--- src/rtl/video_ctrl_pkg.sv ---
// Shared video control types: bar sweep states and fvht bit positions.
// DWELL_HI/DWELL_LO are used only when BAR_SWEEP_DWELL_EN is defined.
package video_ctrl_pkg;

  typedef enum logic [2:0] {
    IDLE,
    UP,
    DOWN,
    DWELL_HI,
    DWELL_LO
  } bar_state_e;

  localparam int FVHT_V_BIT = 2;
  localparam int FVHT_H_BIT = 1;

endpackage

--- src/rtl/rise_edge_detect.sv ---
// Registered last-value rising edge detector.
// RST_VAL=1 suppresses an event when the input is already high out of reset.
module rise_edge_detect #(
  parameter logic RST_VAL = 1'b1
) (
  input  logic i_clk,
  input  logic i_n_reset,
  input  logic i_sig,
  output logic o_rise
);

  logic last_q;

  always_ff @(posedge i_clk or negedge i_n_reset) begin
    if (!i_n_reset) last_q <= RST_VAL;
    else            last_q <= i_sig;
  end

  assign o_rise = i_sig & ~last_q;

endmodule

--- src/rtl/bar_sweep_controller.sv ---
// Per-frame ping-pong bar start scheduler, updated on vblank rise.
// Define BAR_SWEEP_DWELL_EN to hold DWELL_FRAMES frames at each endpoint.
module bar_sweep_controller
  import video_ctrl_pkg::*;
#(
  parameter int POS_W        = 13,
  parameter int WID_W        = 8,
  parameter int POS_MAX      = 3800,
  parameter int DWELL_FRAMES = 60
) (
  input  logic             i_clk,
  input  logic             i_n_reset,
  input  logic [3:0]       i_fvht,
  input  logic             i_enable,
  input  logic [3:0]       i_step,
  input  logic [WID_W-1:0] i_bar_width,
  output logic [POS_W-1:0] o_bar_start,
  output logic [WID_W-1:0] o_bar_width,
  output logic             o_bar_active,
  output logic             o_dir,
  output logic             o_frame_tick
);

  localparam logic [POS_W-1:0] POS_TOP = POS_W'(POS_MAX);

`ifdef BAR_SWEEP_DWELL_EN
  localparam bar_state_e AT_TOP = DWELL_HI;
  localparam bar_state_e AT_BOT = DWELL_LO;
  localparam int CNT_W = $clog2(DWELL_FRAMES + 1);
  localparam logic [CNT_W-1:0] DWELL_LAST = CNT_W'(DWELL_FRAMES);
  logic [CNT_W-1:0] cnt_q, cnt_d, cnt_inc;
`else
  localparam bar_state_e AT_TOP = DOWN;
  localparam bar_state_e AT_BOT = UP;
`endif

  logic evt;
  bar_state_e state_q, state_d;
  logic [POS_W-1:0] pos_q, pos_d;
  logic [WID_W-1:0] width_q, width_d;
  logic active_q, active_d;
  logic dir_q, dir_d;
  logic tick_q, tick_d;
  logic [POS_W:0] pos_x, step_x, sum;
  logic unused_fvht;

  rise_edge_detect #(
    .RST_VAL(1'b1)
  ) u_vb_edge (
    .i_clk    (i_clk),
    .i_n_reset(i_n_reset),
    .i_sig    (i_fvht[FVHT_V_BIT]),
    .o_rise   (evt)
  );

  assign unused_fvht = ^{i_fvht[3], i_fvht[FVHT_H_BIT],
                         i_fvht[0], (DWELL_FRAMES != 0)};

  // One extra bit so pos + step never wraps before the clamp test.
  assign pos_x  = {1'b0, pos_q};
  assign step_x = {{(POS_W - 3){1'b0}}, i_step};
  assign sum    = pos_x + step_x;

`ifdef BAR_SWEEP_DWELL_EN
  assign cnt_inc = cnt_q + 1'b1;
`endif

  always_comb begin
    state_d  = state_q;
    pos_d    = pos_q;
    width_d  = width_q;
    active_d = active_q;
    dir_d    = dir_q;
    tick_d   = 1'b0;
`ifdef BAR_SWEEP_DWELL_EN
    cnt_d    = cnt_q;
`endif
    if (!i_enable) begin
      state_d  = IDLE;
      pos_d    = '0;
      dir_d    = 1'b0;
      active_d = 1'b0;
`ifdef BAR_SWEEP_DWELL_EN
      cnt_d    = '0;
`endif
    end else if (evt) begin
      tick_d  = 1'b1;
      width_d = i_bar_width;
      case (state_q)
        IDLE: begin
          state_d = UP;
          pos_d   = '0;
        end
        UP: begin
          if (i_step != 4'd0) begin
            if (sum >= {1'b0, POS_TOP}) begin
              pos_d   = POS_TOP;
              dir_d   = 1'b1;
              state_d = AT_TOP;
            end else begin
              pos_d = sum[POS_W-1:0];
            end
          end
        end
        DOWN: begin
          if (i_step != 4'd0) begin
            if (pos_x <= step_x) begin
              pos_d   = '0;
              dir_d   = 1'b0;
              state_d = AT_BOT;
            end else begin
              pos_d = pos_q - step_x[POS_W-1:0];
            end
          end
        end
`ifdef BAR_SWEEP_DWELL_EN
        DWELL_HI: begin
          if (cnt_inc >= DWELL_LAST) begin
            state_d = DOWN;
            cnt_d   = '0;
          end else begin
            cnt_d = cnt_inc;
          end
        end
        DWELL_LO: begin
          if (cnt_inc >= DWELL_LAST) begin
            state_d = UP;
            cnt_d   = '0;
          end else begin
            cnt_d = cnt_inc;
          end
        end
`endif
        default: begin
          state_d = IDLE;
          pos_d   = '0;
          dir_d   = 1'b0;
        end
      endcase
      active_d = (state_d != IDLE) && (i_bar_width != '0);
    end
  end

  always_ff @(posedge i_clk or negedge i_n_reset) begin
    if (!i_n_reset) begin
      state_q  <= IDLE;
      pos_q    <= '0;
      width_q  <= '0;
      active_q <= 1'b0;
      dir_q    <= 1'b0;
      tick_q   <= 1'b0;
    end else begin
      state_q  <= state_d;
      pos_q    <= pos_d;
      width_q  <= width_d;
      active_q <= active_d;
      dir_q    <= dir_d;
      tick_q   <= tick_d;
    end
  end

`ifdef BAR_SWEEP_DWELL_EN
  always_ff @(posedge i_clk or negedge i_n_reset) begin
    if (!i_n_reset) cnt_q <= '0;
    else            cnt_q <= cnt_d;
  end
`endif

  assign o_bar_start  = pos_q;
  assign o_bar_width  = width_q;
  assign o_bar_active = active_q;
  assign o_dir        = dir_q;
  assign o_frame_tick = tick_q;

endmodule

--- config.mk ---
export PLATFORM = sky130hd
export DESIGN_NAME = bar_sweep_controller
export DESIGN_NICKNAME = d
export VERILOG_FILES = /design/src/rtl/video_ctrl_pkg.sv /design/src/rtl/rise_edge_detect.sv /design/src/rtl/bar_sweep_controller.sv
export SDC_FILE = /design/constraint.sdc
export NUM_CORES = 1
export LEC_CHECK = 0
export ABC_CLOCK_PERIOD_IN_PS = 3740
export BUFFER_PORTS_ARGS = -buffer_cell sky130_fd_sc_hd__buf_4
export CAP_MARGIN = 20
export CORE_UTILIZATION = 56
export DETAILED_ROUTE_END_ITERATION = 7
export GPL_ROUTABILITY_DRIVEN = 0
export PLACE_DENSITY = 0.8
export SLEW_MARGIN = 20
export SYNTH_ARGS = -nofsm -noshare
export SYNTH_HDL_FRONTEND = slang
export SYNTH_SLANG_ARGS = --single-unit
--- constraint.sdc ---
create_clock -name i_clk -period 3.74 [get_ports i_clk]
set_input_delay 0.748 -clock i_clk [delete_from_list [all_inputs] [get_ports i_clk]]
set_output_delay 0.748 -clock i_clk [all_outputs]
set_load 0.005 [all_outputs]
==> metrics.csv, run 1 <==
stage,metric,value,unit
placement,hpwl,4250,um
timing,fin_setup_tns,0,ns
critical_path,worstPathArrival,3.27,ns
global_route,grt_max_degree,29,
yosys,synth_top_area_share,29.3,%
global_route,use_met1,39.9,%
timing,tightest_slew,0.721,ns
yosys,synth_top_cell_by_area,dfrtp_1,
timing,skew,0.0125,ns
timing,slew_headroom,51.7,%
yosys,post-synth-top-count-cell,nand2_1,
floorplan,fp-row-count,22,
global_route,grt_pass1_vias,2110,
yosys,yosysSeqAreaShare,30.5,%
routing,totalWireLength,5780,um
clock_tree,clkLatencyLatePin,0.29,ns
global_route,grt_antenna_before_repair,0,
pwr,power_density,405,nW/um2
routing,avgRoutedWirePerCell,16.4,um
timing,fin_ws,0.622,ns
routing,dr_total_vias,2220,
clock_tree,post_cts_resized,0,
timing,maxSlewViolCount,0,
finish,multi_input_area,1430,um2
clock_tree,cts_root_buffer,clkbuf_8,
floorplan,dieArea,4370,um2
timing,finalCritPeriodShare,83.4,%
floorplan,die_width,66.1,um
placement,dp.cells,349,
global_route,top_usage_layer,met2,
routing,drc,0,
yosys,ys_warn_count,0,
yosys,syn-num-nets,302,
placement,pre_cts_slack,0.389,ns
yosys,synth_edf_count,0,
pwr,p_leak,1.24,nW
finish,drive_gt1_share,21.3,%
floorplan,dieHeight,66.1,um
yosys,synth_top_family_by_area,compound AO/OA/AOI/OAI gates,
yosys,synth_area_leaders,"dfrtp_1 (29%), nand2_1 (6.7%), ha_1 (4.3%)",
yosys,synth_common_cells,"nand2_1 (41), dfrtp_1 (27), nor2_1 (22)",
critical_path,path_class,in2reg,
clock_tree,cts_tree,yes,
job,max_cap_viol_count,0,
finish,final_nets,335,
finish,finalNonFillerCells,353,
outcome,outcome,"complete, no violations",
clock_tree,cts_setup_buffers,0,
timing,period_needed,3.12,ns
yosys,ys_async_sr_fraction,100,%
yosys,synth-simple-area-share,25.2,%
routing,final_antenna_net_count,0,
yosys,synth_xor_area_share,3.42,%
routing,vias_per_cell,6.29,
critical_path,start_kind,input pin,
clock_tree,clkSinkCount,28,
yosys,synth_compound_area_share,27.5,%
finish,synthToLayoutAreaGrowth,14.7,%
yosys,ys_types,66,
clock_tree,cts_hold_buf,0,
yosys,syn_inst,273,
floorplan,core,3800,um2
min_path,hp-class,in2async,
timing,finalSetupViolations,0,
yosys,syn_area_per_cell,8.44,um2
finish,regArea,702,um2
clock_tree,cts-buffers-inserted,3,
routing,drtIter0Drc,190,
yosys,synth_seq_cells,28,
finish,fill_cells,338,
timing,fmax,321,MHz
global_route,grt_pass1_wl,9770,um
timing,hold_ws,0.351,ns
finish,antenna_cells,0,
yosys,synth_adder_area_share,6.08,%
critical_path,endpoint_kind,register,
yosys,synth_area,2300,um2
critical_path,cp-startpoint,i_step[2],
global_route,track_usage,28.9,%
yosys,synthFlopType,dfrtp_1,
clock_tree,htree_levels,1,
floorplan,ios,43,
global_route,grtUsageMet2,46.9,%
timing,grt_setup_unrepaired,false,
clock_tree,cts_buffer_depth,2,
critical_path,critPathMaxFanout,9,
clock_tree,cts.clk_slew.worst_paths,0.11,ns
global_route,grt_util_met3,4.48,%
placement,numPortBuffers,39,
critical_path,regToRegStartpoint,o_bar_start[2],
floorplan,start_util,60.6,%
timing,hold_violations,0,
routing,firstDrtPassIters,5,
global_route,globalRouteOverflowTotal,0,
pwr,ir_drop,0.246,mV
critical_path,worst-endpoint-required,3.89,ns
yosys,muxShareOfSynthArea,0,%
layer usage:
metal  share of wire (%)  vias to the layer above
li1                    -                     1060
met1                  47                     1067
met2                  47                       80
met3                 5.5                       13
met4                 1.3                        0
met5                   0                        -
critical path: stages:
cell	delay [ns]
buf_4	0.10
inv_1	0.04
ha_1	0.40
nand2b_1	0.24
a21oi_2	0.43
a21oi_1	0.15
or2_1	0.37
and2_1	0.21
a31oi_1	0.40
o32ai_1	0.17
logic make-up (layout without fill, tap and decap cells):
family                   count (synthesis)  in the layout
flip-flops                              28             28
buffers and inverters                   30             62
adder cells (fa/ha/maj)                 10             10
AND/OR/NAND/NOR                        114            114
XOR/XNOR                                 9              9
AO/OA/AOI/OAI                           82             82
power by group:
group	internal, mW	total [mW]	leakage [nW]	switching, mW
logic	0.198	0.437	0.830	0.239
clock network	0.144	0.247	0.0357	0.103
registers	0.335	0.387	0.370	0.0519
total	0.677	1.07	1.24	0.394
registers in the layout, summed over array words and instances (netlist names):
register / cells
o_bar_active: 1
o_bar_width: 8
o_frame_tick: 1
o_dir: 1
state_q: 3
u_vb_edge.last_q: 1
o_bar_start: 13
metrics by stage:
step                      total power, mW  area (um2)  utilization [%]
after global placement              0.814        2570             67.7
after global routing                 1.13        2640             69.5
after floorplan                     0.707        2300                -
after CTS                            1.06        2640             69.5
final                                1.07        2640             69.5
after detailed placement            0.821        2570             67.7
final cells by class:
type / instances / share of cell area (%)
clock buffer: 3 / 1.56
timing repair buffer: 42 / 11.9
tap: 48 / 2.27
clock inverter: 1 / 1.14
sequential: 28 / 26.6
multi-input combinational: 215 / 54.2
inverter: 16 / 2.27
placed cells by master (no fill, tap or decap), drive strengths merged, types with 3 or more instances in the layout:
master,Yosys,routed
o21ai,16,16
nor3,5,5
nand3,5,5
a21oi,12,12
a22oi,3,3
buf,10,42
clkbuf,4,3
nor2b,5,5
o311a,3,3
or2,5,5
o31ai,3,3
dfrtp,27,27
ha,8,8
nand2b,4,4
and2,5,5
o211ai,4,4
a21boi,3,3
nand2,41,41
a211oi,4,4
a211o,3,3
and4,5,5
xor2,5,5
a21o,3,3
nor4,6,6
a31oi,4,4
inv,16,16
xnor2,4,4
nor2,23,23
path summary, 6_finish.rpt:
path | to | slack, ns | cells past startpoint
worst max-delay path | o_bar_start[2] | 0.62 | 10
worst min-delay path | o_bar_start[5] | 0.35 | 1
worst max register to register | o_bar_start[2] | 0.78 | 8
worst min register to register | o_bar_width[3] | 0.49 | 2
max in group asynchronous | u_vb_edge.last_q | 3.06 | 1
min in group i_clk | o_bar_width[3] | 0.49 | 2
(Power assumes the default switching activity.)
==> run 2, diff against run 1 <==
ABC_CLOCK_PERIOD_IN_PS = 2900   (was 3740)
clock period = 2.9 ns   (was 3.74 ns; I/O delays follow)
==> run 2 against run 1 <==
Final area increased by 7.7%. Sequential power up 27%. Core utilization increased by 5.3 points. Clock skew increased by 0.0012 ns. Flip-flop and latch count is the same. Highest routed layer unchanged. Cell count is 7.6% higher. Largest cell class unchanged. Clock power grew 28%. Non-clock buffer count rose by 27. Total power increased by 36%. Critical path type unchanged. Sequential share of layout area decreased by 1.9 points. Register-to-register slack lost 0.61 ns. Setup slack lost 0.46 ns.
==> metrics.csv, run 2 (same netlist as run 1, synthesis figures left out) <==
stage,metric,value,unit
clock_tree,cts_root_buffer,clkbuf_8,
timing,grt_setup_unrepaired,false,
global_route,track_usage,32.2,%
routing,dr_total_vias,2329,
pwr,power.total,1.45,mW
finish,final_common_cell,buf_4,
clock_tree,cts_buffer_depth,2,
clock_tree,cts-buffers-inserted,3,
critical_path,start_kind,input pin,
timing,hold_violations,0,
timing,slew_headroom,52.7,%
clock_tree,cts.clk_slew.worst_paths,0.11,ns
floorplan,core,3800,um2
placement,hpwl,4660,um
routing,totalWireLength,6200,um
finish,final_nets,362,
timing,fmax,366,MHz
pwr,ir_drop,0.383,mV
placement,numPortBuffers,39,
timing,skew,0.0137,ns
routing,final_antenna_net_count,0,
floorplan,die_width,66.1,um
critical_path,critPathMaxFanout,3,
clock_tree,cts_hold_buf,0,
global_route,globalRouteOverflowTotal,0,
pwr,power_density,511,nW/um2
clock_tree,post_cts_resized,0,
floorplan,start_util,60.6,%
critical_path,r2r_cells,10,
floorplan,ios,43,
critical_path,regToRegSetupSlack,0.17,ns
finish,fill_cells,299,
finish,synthToLayoutAreaGrowth,23.5,%
floorplan,dieArea,4370,um2
routing,drc,0,
finish,final_cell_mix,"buf_4 (69), nand2_1 (41), dfrtp_1 (27), nor2_1 (22), inv_1 (16)",
finish,drive_gt1_share,27.7,%
critical_path,path_class,in2reg,
clock_tree,htree_levels,1,
critical_path,worstPathArrival,2.91,ns
finish,largest_register_ffs,13,
timing,finalCritPeriodShare,94.3,%
global_route,grt_pass1_wl,10600,um
floorplan,fp-row-count,22,
pwr,p_leak,1.37,nW
outcome,outcome,"complete, no violations",
clock_tree,clkLatencyLatePin,0.28,ns
clock_tree,cts_tree,yes,
critical_path,endpoint_kind,register,
timing,period_needed,2.73,ns
critical_path,regToRegStartpoint,o_bar_start[0],
routing,vias_per_cell,6.13,
critical_path,worst-endpoint-required,3.08,ns
global_route,grt_pass1_vias,2263,
clock_tree,clkSinkCount,28,
min_path,hp-class,in2async,
timing,finalSetupViolations,0,
floorplan,dieHeight,66.1,um
routing,drtIter0Drc,236,
timing,tightest_slew,0.707,ns
routing,firstDrtPassIters,4,
finish,antenna_cells,0,
timing,maxSlewViolCount,0,
job,max_cap_viol_count,0,
global_route,grt_antenna_before_repair,0,
routing,avgRoutedWirePerCell,16.3,um
global_route,grt_max_degree,29,
critical_path,r2r-end,o_bar_start[1],
clock_tree,cts_setup_buffers,0,
timing,hold_ws,0.198,ns
## run 2: layer usage
metal	global-route usage [%]	routed length, um	up-vias
li1	-	-	1119
met1	43.1	2690	1108
met2	52.4	2930	86
met3	3.28	417	16
met4	13.8	165	0
met5	0	0	-
## run 2: layout make-up
| cell class | instances | area (um2) | area share, % |
|---|---|---|---|
| clock inverters | 1 | 30.0 | 1.06 |
| clock buffers | 3 | 41.3 | 1.45 |
| multi-input cells | 215 | 1430 | 50.4 |
| flip-flops and latches | 28 | 702 | 24.7 |
| inverters | 16 | 60.1 | 2.11 |
| well taps | 48 | 60.1 | 2.11 |
| repair buffers | 69 | 518 | 18.2 |
## run 2: worst max-delay path by stage
stage	startpoint	to	cells after the start
after global routing	o_bar_start[0]	o_bar_start[0]	10
after floorplan	i_step[1]	o_bar_start[2]	9
final	i_step[1]	o_bar_start[1]	11
after CTS	i_step[1]	o_bar_start[1]	11
after global placement	i_step[1]	o_bar_start[1]	11
after detailed placement	i_step[1]	o_bar_start[1]	11
## run 2: power by group
part	leakage (nW)	total, mW	internal, mW	switching [mW]
registers	0.370	0.493	0.433	0.0609
clock network	0.0357	0.317	0.185	0.132
logic	0.960	0.643	0.306	0.337
## run 2: worst max-delay path, cell delays in order
cell	delay [ns]
buf_4	0.09
inv_1	0.05
ha_1	0.33
nand2b_2	0.21
a211o_1	0.32
a211o_1	0.30
a211o_1	0.27
and4_4	0.16
a31oi_1	0.36
buf_4	0.20
o21ai_1	0.05
## run 2: through the flow
step	instance area [um2]	std cells	utilization, %	TNS [ns]	setup WS (ns)
after CTS	2840	380	74.9	0	0.198
after detailed placement	2770	376	73.0	-0.179	-0.0787
final	2840	380	74.9	0	0.166
after global placement	2770	376	73.0	-0.0895	-0.0467
after global routing	2840	380	74.9	0	0.0303
after floorplan	2300	273	-	0	0.106
